## config.mk

```make
export PLATFORM = sky130hd
export DESIGN_NAME = axi_burst_write_master
export DESIGN_NICKNAME = d
export VERILOG_FILES = /design/src/rtl/axi_burst_write_master.sv
export SDC_FILE = /design/constraint.sdc
export NUM_CORES = 1
export LEC_CHECK = 0
export CORE_MARGIN = 3
export CORE_UTILIZATION = 40
export CTS_BUF_LIST = sky130_fd_sc_hd__clkbuf_16
export DETAILED_ROUTE_END_ITERATION = 8
export SLEW_MARGIN = 10
export SYNTH_ARGS = -nofsm -noshare
export SYNTH_HDL_FRONTEND = slang
export SYNTH_SLANG_ARGS = --single-unit
```

## constraint.sdc

```tcl
create_clock -name clk -period 11 [get_ports clk]
set_clock_uncertainty 0.1 [all_clocks]
set_input_delay 2.2 -clock clk [delete_from_list [all_inputs] [get_ports clk]]
set_output_delay 2.2 -clock clk [all_outputs]
set_load 0.01 [all_outputs]
```

## src/rtl/axi_burst_write_master.sv

```systemverilog
// AXI4 write-only initiator: splits one (addr, len) command into 4KB-safe INCR bursts and collects B.
// Optional build macro AXI_WM_STATS_EN adds saturating AW/W stall-cycle counters.
module axi_burst_write_master #(
    parameter int AddressWidth   = 32,
    parameter int DataWidth      = 32,
    parameter int IDWidth        = 1,
    parameter int MaxBurstLen    = 16,
    parameter int MaxOutstanding = 4
) (
    input  logic                      clk,
    input  logic                      reset,
    input  logic [AddressWidth-1:0]   cmd_addr,
    input  logic [15:0]               cmd_len,
    input  logic                      cmd_valid,
    output logic                      cmd_ready,
    input  logic [DataWidth-1:0]      din,
    input  logic                      din_valid,
    output logic                      din_ready,
    output logic                      done,
    output logic                      err,
    output logic                      busy,
    output logic [AddressWidth-1:0]   awaddr,
    output logic [IDWidth-1:0]        awid,
    output logic [7:0]                awlen,
    output logic [2:0]                awsize,
    output logic [1:0]                awburst,
    output logic                      awvalid,
    input  logic                      awready,
    output logic [DataWidth-1:0]      wdata,
    output logic [DataWidth/8-1:0]    wstrb,
    output logic [IDWidth-1:0]        wid,
    output logic                      wlast,
    output logic                      wvalid,
    input  logic                      wready,
    input  logic [IDWidth-1:0]        bid,
    input  logic [1:0]                bresp,
    input  logic                      bvalid,
    output logic                      bready
`ifdef AXI_WM_STATS_EN
    ,
    output logic [31:0]               stat_aw_stall,
    output logic [31:0]               stat_w_stall
`endif
);
    localparam int SZ = $clog2(DataWidth / 8);
    localparam int PW = (MaxOutstanding > 1) ? $clog2(MaxOutstanding) : 1;
    localparam int CW = $clog2(MaxOutstanding + 1);

    typedef enum logic [1:0] {IDLE, RUN, DRAIN, DONE} state_e;

    state_e                  state_q;
    logic                    cmd_ready_q, busy_q, bready_q, done_q, err_q;
    logic                    awvalid_q;
    logic [AddressWidth-1:0] awaddr_q, addr_q;
    logic [7:0]              awlen_q;
    logic [8:0]              aw_beats_q;
    logic [15:0]             aw_rem_q, w_rem_q;
    logic                    w_act_q;
    logic [8:0]              w_cnt_q;
    logic [CW-1:0]           out_q, fifo_cnt_q;
    logic [PW-1:0]           wr_ptr_q, rd_ptr_q;
    logic [8:0]              fifo_q [MaxOutstanding];

    logic        aw_hs, w_hs, b_hs, aw_issue, fifo_pop;
    logic [12:0] bnd_beats;
    logic [15:0] beats_c;
    logic        unused_bid;

    assign unused_bid = ^bid;

    // Beats left before the next 4KB page; never zero because the address is beat-aligned.
    assign bnd_beats = (13'h1000 - {1'b0, addr_q[11:0]}) >> SZ;

    always_comb begin
        beats_c = aw_rem_q;
        if (beats_c > 16'(MaxBurstLen)) beats_c = 16'(MaxBurstLen);
        if (beats_c > 16'(bnd_beats))   beats_c = 16'(bnd_beats);
    end

    assign aw_hs    = awvalid_q && awready;
    assign w_hs     = din_valid && w_act_q && wready;
    assign b_hs     = bvalid && bready_q;
    assign aw_issue = (state_q == RUN) && !awvalid_q && (aw_rem_q != 16'd0)
                      && (out_q < CW'(MaxOutstanding));
    assign fifo_pop = !w_act_q && (fifo_cnt_q != '0);

    function automatic logic [PW-1:0] ptr_inc(input logic [PW-1:0] p);
        return (p == PW'(MaxOutstanding - 1)) ? '0 : p + PW'(1);
    endfunction

    always_ff @(posedge clk) begin
        if (reset) begin
            state_q     <= IDLE;
            cmd_ready_q <= 1'b1;
            busy_q      <= 1'b0;
            bready_q    <= 1'b0;
            done_q      <= 1'b0;
            err_q       <= 1'b0;
            awvalid_q   <= 1'b0;
            awaddr_q    <= '0;
            awlen_q     <= '0;
            aw_beats_q  <= '0;
            addr_q      <= '0;
            aw_rem_q    <= '0;
            w_rem_q     <= '0;
            w_act_q     <= 1'b0;
            w_cnt_q     <= '0;
            out_q       <= '0;
            fifo_cnt_q  <= '0;
            wr_ptr_q    <= '0;
            rd_ptr_q    <= '0;
        end else begin
            done_q <= 1'b0;
            case (state_q)
                IDLE: if (cmd_valid) begin
                    addr_q      <= cmd_addr;
                    aw_rem_q    <= cmd_len;
                    w_rem_q     <= cmd_len;
                    err_q       <= 1'b0;
                    cmd_ready_q <= 1'b0;
                    busy_q      <= 1'b1;
                    if (cmd_len == 16'd0) begin
                        state_q <= DONE;
                        done_q  <= 1'b1;
                    end else begin
                        state_q  <= RUN;
                        bready_q <= 1'b1;
                    end
                end
                RUN: if (aw_rem_q == 16'd0 && !awvalid_q && w_rem_q == 16'd0) state_q <= DRAIN;
                DRAIN: if (out_q == '0) begin
                    state_q  <= DONE;
                    done_q   <= 1'b1;
                    bready_q <= 1'b0;
                end
                DONE: begin
                    state_q     <= IDLE;
                    cmd_ready_q <= 1'b1;
                    busy_q      <= 1'b0;
                end
                default: state_q <= IDLE;
            endcase

            // AW payload is latched once and held until awready.
            if (aw_issue) begin
                awvalid_q  <= 1'b1;
                awaddr_q   <= addr_q;
                awlen_q    <= 8'(beats_c - 16'd1);
                aw_beats_q <= 9'(beats_c);
                addr_q     <= addr_q + (AddressWidth'(beats_c) << SZ);
                aw_rem_q   <= aw_rem_q - beats_c;
            end
            if (aw_hs) begin
                awvalid_q          <= 1'b0;
                fifo_q[wr_ptr_q]   <= aw_beats_q;
                wr_ptr_q           <= ptr_inc(wr_ptr_q);
            end

            // A burst becomes eligible for W only after its AW has been accepted.
            if (fifo_pop) begin
                w_act_q  <= 1'b1;
                w_cnt_q  <= fifo_q[rd_ptr_q];
                rd_ptr_q <= ptr_inc(rd_ptr_q);
            end else if (w_hs) begin
                w_cnt_q <= w_cnt_q - 9'd1;
                w_rem_q <= w_rem_q - 16'd1;
                if (w_cnt_q == 9'd1) w_act_q <= 1'b0;
            end

            case ({aw_hs, fifo_pop})
                2'b10:   fifo_cnt_q <= fifo_cnt_q + CW'(1);
                2'b01:   fifo_cnt_q <= fifo_cnt_q - CW'(1);
                default: fifo_cnt_q <= fifo_cnt_q;
            endcase
            case ({aw_hs, b_hs})
                2'b10:   out_q <= out_q + CW'(1);
                2'b01:   out_q <= out_q - CW'(1);
                default: out_q <= out_q;
            endcase

            if (b_hs && bresp != 2'b00) err_q <= 1'b1;
        end
    end

    assign cmd_ready = cmd_ready_q;
    assign busy      = busy_q;
    assign done      = done_q;
    assign err       = err_q;
    assign bready    = bready_q;
    assign awvalid   = awvalid_q;
    assign awaddr    = awaddr_q;
    assign awlen     = awlen_q;
    assign awid      = '0;
    assign awsize    = 3'(SZ);
    assign awburst   = 2'b01;
    assign wid       = '0;
    assign wstrb     = '1;
    assign wdata     = din;
    assign wvalid    = din_valid && w_act_q;
    assign din_ready = wready && w_act_q;
    assign wlast     = w_act_q && (w_cnt_q == 9'd1);

`ifdef AXI_WM_STATS_EN
    logic [31:0] stat_aw_q, stat_w_q;

    always_ff @(posedge clk) begin
        if (reset || (cmd_valid && cmd_ready_q)) begin
            stat_aw_q <= '0;
            stat_w_q  <= '0;
        end else begin
            if (awvalid_q && !awready && stat_aw_q != '1) stat_aw_q <= stat_aw_q + 32'd1;
            if (wvalid && !wready && stat_w_q != '1)      stat_w_q  <= stat_w_q + 32'd1;
        end
    end

    assign stat_aw_stall = stat_aw_q;
    assign stat_w_stall  = stat_w_q;
`endif
endmodule

```

==> reports/metrics.yaml <==
timing:
  max_freq_mhz: 151
  tightestPinTransition_ns: 0.936
  tns_ns: 0
  setup_violations: 0
  fin_crit_sh: 0.601
  period_needed_ns: 6.62
  finalHoldViolCount: 0
  drv_slew: 0
  maxSlewHeadroom: 0.376
  rsz0062_at_grt: "no"
  fin_ws_ns: 4.38
layout:
  multi_input_area_um2: 5580
  drive_gt1_frac: 0.0526
  fin_nets: 1395
  antennaDiodeCount: 0
  seqCellArea_um2: 3940
  area_growth_syn_to_layout_pct: 16.5
  fin_cells: 1579
  fillers: 2424
clocking:
  cts.sinks: 179
  clkSlewWorstSetupHoldPaths_ns: 0.07
  tritoncts: "done"
  cts-root-buf: "clkbuf_16"
  cts_resized: 0
  post_cts_buffers: 0
  hold_buffers: 0
  cts_max_level: 4
  clk_latency_ns: 0.44
  cts.path.max_buffers: 2
  numCtsBuffers: 17
critical_path:
  critPathLaunchType: "register"
  crit_family: "compound AO/OA/AOI/OAI gates"
  worst_path_largest_cell_delay_ns: 0.61
  path_cells: "nor4_2 -> nand2b_1 -> nor4_2 -> nor2b_1 -> nand2b_1 -> nor2_1 -> xor2_1 -> ha_1 -> nand3_1 -> nor3_1 -> a311o_1 -> mux2i_1 -> inv_1 -> ha_1 -> a211oi_1 -> o21ai_0 -> o2111ai_1 -> o21a_1 -> o31a_1 -> o31ai_1 -> a311oi_1 -> a2111oi_0"
  crit_arrival_ns: 6.83
  worstPathRequired_ns: 11.21
  path_buf_inv: 1
  crit_type: "reg2reg"
  critPathSlowestCell: "mux2i_1"
  crit_path_end_kind: "register"
  cp_max_fo: 10
logic_synthesis:
  synth-main-ff-cell: "dfxtp_1"
  synth_most_common_cell: "nand2_1"
  ys_warn_count: 0
  synthTopCellsByCount: "183 x nand2_1, 143 x dfxtp_1, 107 x nor2_1"
  ys_ff_latch: 179
  async_flop_share: 0
  netlist_area_um2: 10100
  syn_inst: 1187
  avgSynthCellArea_um2: 8.53
  yosysTopAreaCellShare: 0.283
  ys_seq_area_frac: 0.389
  synthTopCellsByArea: "dfxtp_1 28%, edfxtp_1 11%, ha_1 7.3%"
  synth_edf_count: 36
  synth_top_area_cell: "dfxtp_1"
  ys_types: 67
global_routing:
  antenna_found_initial: 0
  grt_max_degree: 75
  grt_pass1_vias: 8020
  grt-ovfl-total: 0
  grt_usage: 0.192
  grt_pass1_wl_um: 41700
run:
  max-cap-violations: 0
detailed_routing:
  drt_iter0_markers: 523
  wl_per_cell_um: 16.6
  via_per_inst: 5.41
  wl_met3_um: 836
  dr_wl_met2_um: 12400
  topRoutingLayerUsed: "met4"
  wl_met1_um: 12500
  wl_um: 26200
  firstDrtPassIters: 5
  ant_nets: 0
  drcViolationCount: 0
  vias: 8536
floorplanning:
  rows: 57
  fp.dieH_um: 165
  core_um2: 24600
  die_w_um: 165
  die_area_um2: 27300
  io_pins: 182
  start_util: 0.412
place:
  dp.cells: 1547
  place_hpwl_um: 18500
  gp_congestion: 0.868
  pre_cts_ws_ns: 4.46
  port_buffers: 105
min_path:
  hold_path_class: "reg2reg"
power:
  leakage_uw: 0.00439
  ir_drop_uv: 121
  p_per_area_nw_per_um2: 300
outcome:
  outcome: "completed"
==> routing by layer <==
metal / GRT usage / vias to the layer above
li1: - / 4297
met3: 0.0319 / 30
met1: 0.266 / 4056
met2: 0.310 / 153
met4: 0.0515 / 0
met5: 0 / -
==> cell type report <==
cell class / instances / area share
tap: 324 / 0.0344
multi-input combinational: 887 / 0.473
clock inverter: 15 / 0.0146
sequential: 179 / 0.334
inverter: 45 / 0.0143
clock buffer: 17 / 0.0361
timing repair buffer: 112 / 0.0933
==> worst paths after layout <==
path                                 from  slack (ns)    endpoint  cells after the start
worst max-delay path            addr_q[0]        4.38  addr_q[25]                     22
worst max register to register  addr_q[0]        4.38  addr_q[25]                     22
worst min register to register  awaddr[0]        0.36   awaddr[0]                      2
worst min-delay path            awaddr[0]        0.36   awaddr[0]                      2
==> layout by cell type (no fill, tap or decap), types with 20 or more instances in the layout <==
master and n:
a211oi_1 32, a21oi_1 101, a311oi_1 27, and2_1 20, clkdlybuf4s50_1 104, conb_1 26
dfxtp_1 143, edfxtp_1 36, ha_1 59, inv_1 46, nand2_1 183, nor2_1 107
nor3_1 30, nor4_1 23, o21ai_0 33, xnor2_1 22
==> state kept, by name (all words and copies together), names as in the netlist, 3 cells and up, named ones only <==
| signal | flops |
|---|---|
| addr_q | 32 |
| aw_beats_q | 9 |
| aw_rem_q | 16 |
| awaddr | 32 |
| awlen | 8 |
| fifo_cnt_q | 3 |
| fifo_q | 36 |
| out_q | 3 |
| w_cnt_q | 9 |
| w_rem_q | 16 |
==> per-stage QoR <==
step                hold slack (ns)  total power (uW)  utilization  area, um^2
floorplan                     0.341              2430            -       10200
global placement              0.344              2890        0.455       11200
detailed placement            0.348              2910        0.455       11200
CTS                           0.358              3550        0.480       11800
global route                  0.380              3850        0.480       11800
finish                        0.355              3540        0.480       11800
==> worst reg2reg max path: cells and delay by family, from the launching register on <==
kind | cells | cell delay [ns]
simple gates | 8 | 1.84
flops | 1 | 0.38
fa+ha+maj | 2 | 0.54
buf+inv | 1 | 0.22
mux | 1 | 0.61
compound gates | 9 | 2.57
xor+xnor | 1 | 0.24
==> power by group <==
| part | internal [uW] | switching [uW] | total (uW) |
|---|---|---|---|
| Clock | 342 | 283 | 625 |
| Sequential | 842 | 167 | 1010 |
| Combinational | 794 | 1110 | 1910 |
| Total | 1980 | 1560 | 3540 |
==> cell families after synthesis <==
logic type                 count (synthesis)  synth area share
adders and majority gates                 63            0.0808
AOI/OAI and AO/OA                        274             0.178
buffers and inverters                    145            0.0700
xor gates and xnor gates                  40            0.0346
DFF                                      179             0.389
other                                      2          0.000741
and+or+nand+nor                          466             0.217
muxes                                     18            0.0290
Note: power is estimated with default switching activity, not from simulation.
